==> src/rtl/alu_stage_one.sv <==
// alu_stage_one: first half of the split ALU. Decodes the op, computes
// all non-additive results plus the low 16-bit add/sub, and registers them.
package alu_stage_one_pkg;

  typedef enum logic [3:0] {
    OP_ADD  = 4'd0,
    OP_SUB  = 4'd1,
    OP_AND  = 4'd2,
    OP_OR   = 4'd3,
    OP_XOR  = 4'd4,
    OP_SLL  = 4'd5,
    OP_SRL  = 4'd6,
    OP_SRA  = 4'd7,
    OP_SLT  = 4'd8,
    OP_SLTU = 4'd9,
    OP_BEQ  = 4'd10,
    OP_BNE  = 4'd11,
    OP_BLT  = 4'd12,
    OP_BGE  = 4'd13,
    OP_BLTU = 4'd14,
    OP_BGEU = 4'd15
  } alu_op_e;

  typedef struct packed {
    logic [31:0] a;
    logic [31:0] b;
    logic [31:0] res;
    logic        br;
    logic        add;
    logic [15:0] lo;
    logic        carry;
  } s1_s2_t;

endpackage

module alu_stage_one
  import alu_stage_one_pkg::*;
#(
  parameter int WIDTH = 32
) (
  input  logic             clk,
  input  logic             reset,
  input  logic             in_valid,
  output logic             in_ready,
  input  logic [3:0]       ALUctl,
  input  logic [WIDTH-1:0] A_in,
  input  logic [WIDTH-1:0] B_in,
  input  logic             flush,
  output logic             out_valid,
  input  logic             out_ready,
  output logic [WIDTH-1:0] A,
  output logic [WIDTH-1:0] B,
  output logic [WIDTH-1:0] ALUOut_1,
  output logic             Branch_Enable_1,
  output logic             addition_flag,
  output logic [15:0]      last_16_bits_result,
  output logic             carry_bit
);

  alu_op_e     op;
  logic        is_sub;
  logic        is_add;
  logic [31:0] b_c;
  logic [16:0] sum_lo;
  logic [4:0]  shamt;
  logic        eq;
  logic        lt_s;
  logic        lt_u;
  logic [31:0] res;
  logic        br;
  s1_s2_t      nxt;
  s1_s2_t      q;
  logic        xfer_in;
  logic        xfer_out;

  assign op     = alu_op_e'(ALUctl);
  assign is_sub = (op == OP_SUB);
  assign is_add = (op == OP_ADD) || is_sub;
  assign shamt  = B_in[4:0];

  assign eq   = (A_in == B_in);
  assign lt_s = ($signed(A_in) < $signed(B_in));
  assign lt_u = (A_in < B_in);

  // Subtract as A + ~B + 1; stage two reuses the inverted B upper half.
  assign b_c    = is_sub ? ~B_in : B_in;
  assign sum_lo = {1'b0, A_in[15:0]}
                + {1'b0, b_c[15:0]}
                + {16'b0, is_sub};

  always_comb begin
    res = '0;
    br  = 1'b0;
    unique case (op)
      OP_ADD,
      OP_SUB:  res = '0;
      OP_AND:  res = A_in & B_in;
      OP_OR:   res = A_in | B_in;
      OP_XOR:  res = A_in ^ B_in;
      OP_SLL:  res = A_in << shamt;
      OP_SRL:  res = A_in >> shamt;
      OP_SRA:  res = $unsigned($signed(A_in) >>> shamt);
      OP_SLT:  res = {31'b0, lt_s};
      OP_SLTU: res = {31'b0, lt_u};
      OP_BEQ:  br  = eq;
      OP_BNE:  br  = !eq;
      OP_BLT:  br  = lt_s;
      OP_BGE:  br  = !lt_s;
      OP_BLTU: br  = lt_u;
      OP_BGEU: br  = !lt_u;
    endcase
  end

  always_comb begin
    nxt       = '0;
    nxt.a     = A_in;
    nxt.b     = b_c;
    nxt.res   = res;
    nxt.br    = br;
    nxt.add   = is_add;
    nxt.lo    = is_add ? sum_lo[15:0] : 16'h0;
    nxt.carry = is_add & sum_lo[16];
  end

  assign in_ready = !out_valid || out_ready;
  assign xfer_in  = in_valid && in_ready;
  assign xfer_out = out_valid && out_ready;

  // Flush wins over any same-cycle transfer.
  always_ff @(posedge clk or posedge reset) begin
    if (reset) begin
      out_valid <= 1'b0;
    end else if (flush) begin
      out_valid <= 1'b0;
    end else if (xfer_in) begin
      out_valid <= 1'b1;
    end else if (xfer_out) begin
      out_valid <= 1'b0;
    end
  end

  always_ff @(posedge clk or posedge reset) begin
    if (reset) begin
      q <= '0;
    end else if (xfer_in && !flush) begin
      q <= nxt;
    end
  end

  assign A                   = q.a;
  assign B                   = q.b;
  assign ALUOut_1            = q.res;
  assign Branch_Enable_1     = q.br;
  assign addition_flag       = q.add;
  assign last_16_bits_result = q.lo;
  assign carry_bit           = q.carry;

endmodule

==> config.mk <==
export PLATFORM = sky130hd
export DESIGN_NAME = alu_stage_one
export DESIGN_NICKNAME = d
export VERILOG_FILES = /design/src/rtl/alu_stage_one.sv
export SDC_FILE = /design/constraint.sdc
export NUM_CORES = 1
export LEC_CHECK = 0
export ABC_AREA = 0
export BUFFER_PORTS_ARGS = -buffer_cell sky130_fd_sc_hd__buf_2
export CORE_MARGIN = 5
export CORE_UTILIZATION = 55
export CTS_CLUSTER_SIZE = 10
export DETAILED_ROUTE_END_ITERATION = 6
export PLACE_DENSITY = 0.85
export SETUP_SLACK_MARGIN = 0.2
export SLEW_MARGIN = 20
export SYNTH_ARGS = -nofsm -noshare
export SYNTH_HDL_FRONTEND = slang
export SYNTH_SLANG_ARGS = --single-unit
==> constraint.sdc <==
create_clock -name clk -period 5 [get_ports clk]
set_input_delay 0.5 -clock clk [delete_from_list [all_inputs] [get_ports clk]]
set_output_delay 0.5 -clock clk [all_outputs]
set_load 0.005 [all_outputs]
**Word-level counts from Yosys, hierarchy flattened**

Index checks and enable logic that the tools add are counted.

- Flip-flop bits (word level): 116
- Input bits: 73
- Word-level logic and storage cells: 55

- Add/subtract/negate cells: 2
- Magnitude comparators: 2
- Eq/ne operators: 16
- Shift-type cells: 3
- Multiplexer cells: 7
- Bitwise operators: 5
- Reduce and logical (&&, ||, !) cells: 12

Operators with widths:

| operator | number |
|---|---|
| $pmux 32 s8 | 1 |
| $lt 32x32->1 | 2 |
| $and 32x32->32 | 1 |
| $eq 32x32->1 | 1 |
| $eq 4x4->1 const B | 8 |
| $mux 32 | 1 |
| $not 32->32 | 1 |
| $or 32x32->32 | 1 |
| $shl 32x5->32 | 1 |
| $shr 32x5->32 | 1 |
| $sshr 32x5->32 | 1 |
| $xor 32x32->32 | 1 |
| $add 16x16->17 | 1 |
| $add 17x1->17 | 1 |
| $eq 4x3->1 const B | 4 |
| $mux 16 | 1 |
| $eq 4x2->1 const B | 2 |
| $pmux 1 s6 | 1 |
| $logic_not 1->1 | 5 |
| $eq 4x1->1 const B | 1 |
| $logic_not 4->1 | 1 |
| $logic_and 1x1->1 | 3 |
| $mux 1 | 3 |
| $reduce_bool 3->1 | 1 |
| 2 further kinds | 3 |

**Longest topological paths before layout**

- Depth after elaboration: 5
- Gate-level depth with buffers: 15
- Gate-level depth less buffers: 12

**Worst setup path after synthesis**

No wires, ideal clock.

- Kind: input port to flip-flop
- Start: input port ALUctl[2]
- End: register q (netlist bit carry_bit)
- Library setup time: 0.135 ns
- Arrival: 3.434 ns
- Setup slack: 1.431 ns
- Cell stages on the path: 14
- Cells stage by stage: buf_2 -> nor4b_1 -> buf_2 -> buf_1 -> xnor2_1 -> fa_1 -> a21o_1 -> a21oi_1 -> o211a_1 -> o31a_1 -> o21ai_1 -> a21oi_1 -> a21o_1 -> a22oi_1

- Cells in the longest elaborated chain, start to end: 5

Ends and longest elaborated chain:

| item | RTL line | RTL |
|---|---|---|
| start: declaration | 45 | `input logic [3:0] ALUctl,` |
| $eq 4x1->1 | 77 | `assign is_sub = (op == OP_SUB);` |
| $mux 32 | 86 | `assign b_c = is_sub ? ~B_in : B_in;` |
| via b_c[1] | 63 | `logic [31:0] b_c;` |
| $add 16x16->17 | 88 | `+ {1'b0, b_c[15:0]}` |
| $add 17x1->17 | 89 | `+ {16'b0, is_sub};` |
| $and 1x1->1 | 122 | `nxt.carry = is_add & sum_lo[16];` |
| end signal: assignment | 146 | `q <= nxt;` |
| end: declaration | 72 | `s1_s2_t q;` |

The timed path passes the listed nets, and every way through them passes these cells.
A chain may end at the register's enable or synchronous reset.

**Final worst setup path**

- Start: input port ALUctl[0]
- End: register q (netlist bit carry_bit)

Same word-level chain as after synthesis.

==> impl_metrics.ini <==
[run_status]
status = completed

[sta]
maxSlewHeadroom_pct = 38.2
tns_ns = 0
finalClockSkew_ns = 0.0102
fin_crit_ns = 3.33
finalMaxSlewViolations = 0
setup_viol = 0
period_share_pct = 66.6
hold_viol = 0
rsz0062_at_grt = false
tightest_slew_ns = 0.924
max_clock_freq_mhz = 300
setup_slack_ns = 1.67

[power_and_ir_drop]
p_switching_mw = 1.19
clockPowerShare_pct = 39.0
ir_worst_vdd_uv = 214
swShare_pct = 33.4
pwr-share-comb_pct = 29.5
power_density_nw_per_um2 = 279
cellLeakagePower_nw = 6.11
internal_power_mw = 2.37
p_seq_share_pct = 31.5

[critical_path]
start_kind = input port
critical_path.cell_chain = buf_2 > nor4b_2 > buf_4 > xnor2_1 > fa_1 > a21o_1 > a21oi_1 > o211a_1 > o31a_1 > o21ai_1 > a21oi_1 > a21o_1 > a22oi_1
critPathSlowestCell = fa_1
cp_max_fo = 18
critPathKind = in -> reg
slowest_delay_ns = 0.47
rr_worst_depth = 8
crit_arrival_ns = 3.62
required_ns = 5.29
end_kind = flip-flop

[yosys]
ys.flop_type = dfrtp_1
ys_seq_elements = 116
synth_area_leader_cell = dfrtp_1
async_flop_share_pct = 100
netlist.area_leader.share_pct = 26.4
syn_nets = 1435
synth-seq-area-share_pct = 26.4
synth-edff-count = 0
syn_area_um2 = 11000
synthCells = 1249
syn_avg_cell_area_um2 = 8.79
yosysWarnings = 0
synth_area_leaders = dfrtp_1 (26%), mux4_2 (13%), ha_1 (13%)
synth_cell_types = 66

[finish]
syn2layout_area_growth_pct = 16.1
final_common_cell = buf_2
mostFrequentLayoutCells = buf_2 (188), nand2_1 (172), dfrtp_1 (116)
fin_nets = 1584
fin_util_pct = 65.3
fillCellCount = 1691
fin_cells = 1675
drive_gt1_share_pct = 23.3
insertedDiodeCount = 0

[worst_hold_path]
hp-class = in -> reg
hold_depth = 2

[drt]
vias = 10800
drtIter0Drc = 1286
drt-pass1-iter-count = 6
wl_per_cell_um = 23.6
drc = 0
wl_um = 39500
viasPerCell = 6.45
ant_nets = 0

[floorplanning]
initial_utilization_pct = 56.2
core_area_um2 = 19500
rows = 51
die-area_um2 = 22900
die_h_um = 151
die_w_um = 151
pin_count = 190

[placed_design]
hpwlAfterDp_um = 29200
place_congestion = 1.05
pre_cts_ws_ns = 1.32
dp_cells = 1644
port_buffers = 189

[clocking]
ctsHoldBuffers = 0
cts_buffers = 17
clkSinkCount = 116
clk_pin_slew_ns = 0.06
cts_tree = yes
cts_buffer_depth = 2
post_cts_resize_count = 0
clk_latency_ns = 0.43
post_cts_buffers = 0
root_buffer = clkbuf_16
ctsHtreeMaxLevel = 4

[global_route]
met2_usage_pct = 51.4
grt_max_degree = 96
grt_overflow = 0
antenna_found_initial = 0
grt_use_total_pct = 34.9
grt_use_met3_pct = 10.8
top_usage_layer = met2
met1_usage_pct = 49.8
grt_pass1_wl_um = 60900
grt_pass1_vias = 10400

[job]
maxCapViolations = 0
-- final cells by class --
type / count / area [um2] / area share (%)
clock inverters: 14 / 225 / 1.77
well taps: 265 / 332 / 2.60
inverters: 84 / 318 / 2.49
clock buffers: 17 / 425 / 3.34
multi-input cells: 964 / 7400 / 58.1
repair buffers: 215 / 1140 / 8.97
flip-flops and latches: 116 / 2900 / 22.8
-- critical path: cells and delay by family --
kind	cells	cell delay (ns)
fa+ha+maj	1	0.47
xor+xnor	1	0.18
buf+inv	2	0.65
compound gates	8	1.46
simple gates	1	0.32
-- final timing paths --
check | slack (ns) | start | endpoint
max in group asynchronous | 3.60 | reset | Branch_Enable_1
min in group asynchronous | 0.27 | reset | addition_flag
worst min register to register | 0.47 | B[12] | B[12]
worst min-delay path | 0.26 | flush | out_valid
worst max-delay path | 1.67 | ALUctl[0] | carry_bit
worst max register to register | 2.79 | out_valid | last_16_bits_result[14]
-- cells by family (layout without fill, tap and decap cells) --
group / after synthesis / count (layout) / share of synthesized area, %
adders and majority gates: 113 / 113 / 12.9
and+or+nand+nor: 372 / 372 / 14.4
xor gates and xnor gates: 44 / 44 / 3.51
muxes: 97 / 97 / 16.3
DFF: 116 / 116 / 26.4
AOI/OAI and AO/OA: 338 / 338 / 19.9
buffers and inverters: 169 / 330 / 6.41
-- sequential cells by signal (all words and copies together) (netlist names) --
register             count
Branch_Enable_1          1
A                       32
B                       32
ALUOut_1                32
addition_flag            1
last_16_bits_result     16
carry_bit                1
out_valid                1
-- metrics by stage --
| stage | power [mW] | hold slack [ns] | instance area (um2) |
|---|---|---|---|
| 6_report | 3.56 | 0.264 | 12700 |
| 5_1_grt | 3.72 | 0.283 | 12700 |
| 4_1_cts | 3.55 | 0.258 | 12700 |
| 3_5_place_dp | 2.16 | 0.457 | 12100 |
| 3_3_place_gp | 2.13 | 0.454 | 12100 |
| 2_1_floorplan | 1.76 | 0.467 | 11000 |
-- power by group through the flow --
stage | Clock [mW] | Sequential [mW] | Combinational (mW)
3_3_place_gp | 0 | 1.13 | 0.998
5_1_grt | 1.44 | 1.13 | 1.14
6_report | 1.39 | 1.12 | 1.05
4_1_cts | 1.40 | 1.12 | 1.03
2_1_floorplan | 0 | 1.14 | 0.615
3_5_place_dp | 0 | 1.13 | 1.02
-- routing by layer --
| layer | wire length (um) | share of wire, % |
|---|---|---|
| met1 | 16000 | 40 |
| met2 | 17400 | 44 |
| met3 | 5210 | 13 |
| met4 | 894 | 2.3 |
| met5 | 0 | 0 |
-- cells in the mapped netlist (all sizes together) (6+ instances only) --
cell    count
nand2     172
dfrtp     116
xnor2      39
a31oi       8
nand2b      6
nor4        9
mux2i      25
inv        83
mux2        7
clkbuf     51
o31ai       8
a22oi       9
nor2b       7
o21ai     131
nor2      114
nand3      17
a22o       27
a221oi     17
a21oi      61
or3        14
nor3       16
a221o      10
mux4       65
o211ai     11
ha        112
a211oi     12
buf        34
a21o        7
No activity file was read; power rests on OpenSTA's default activity.
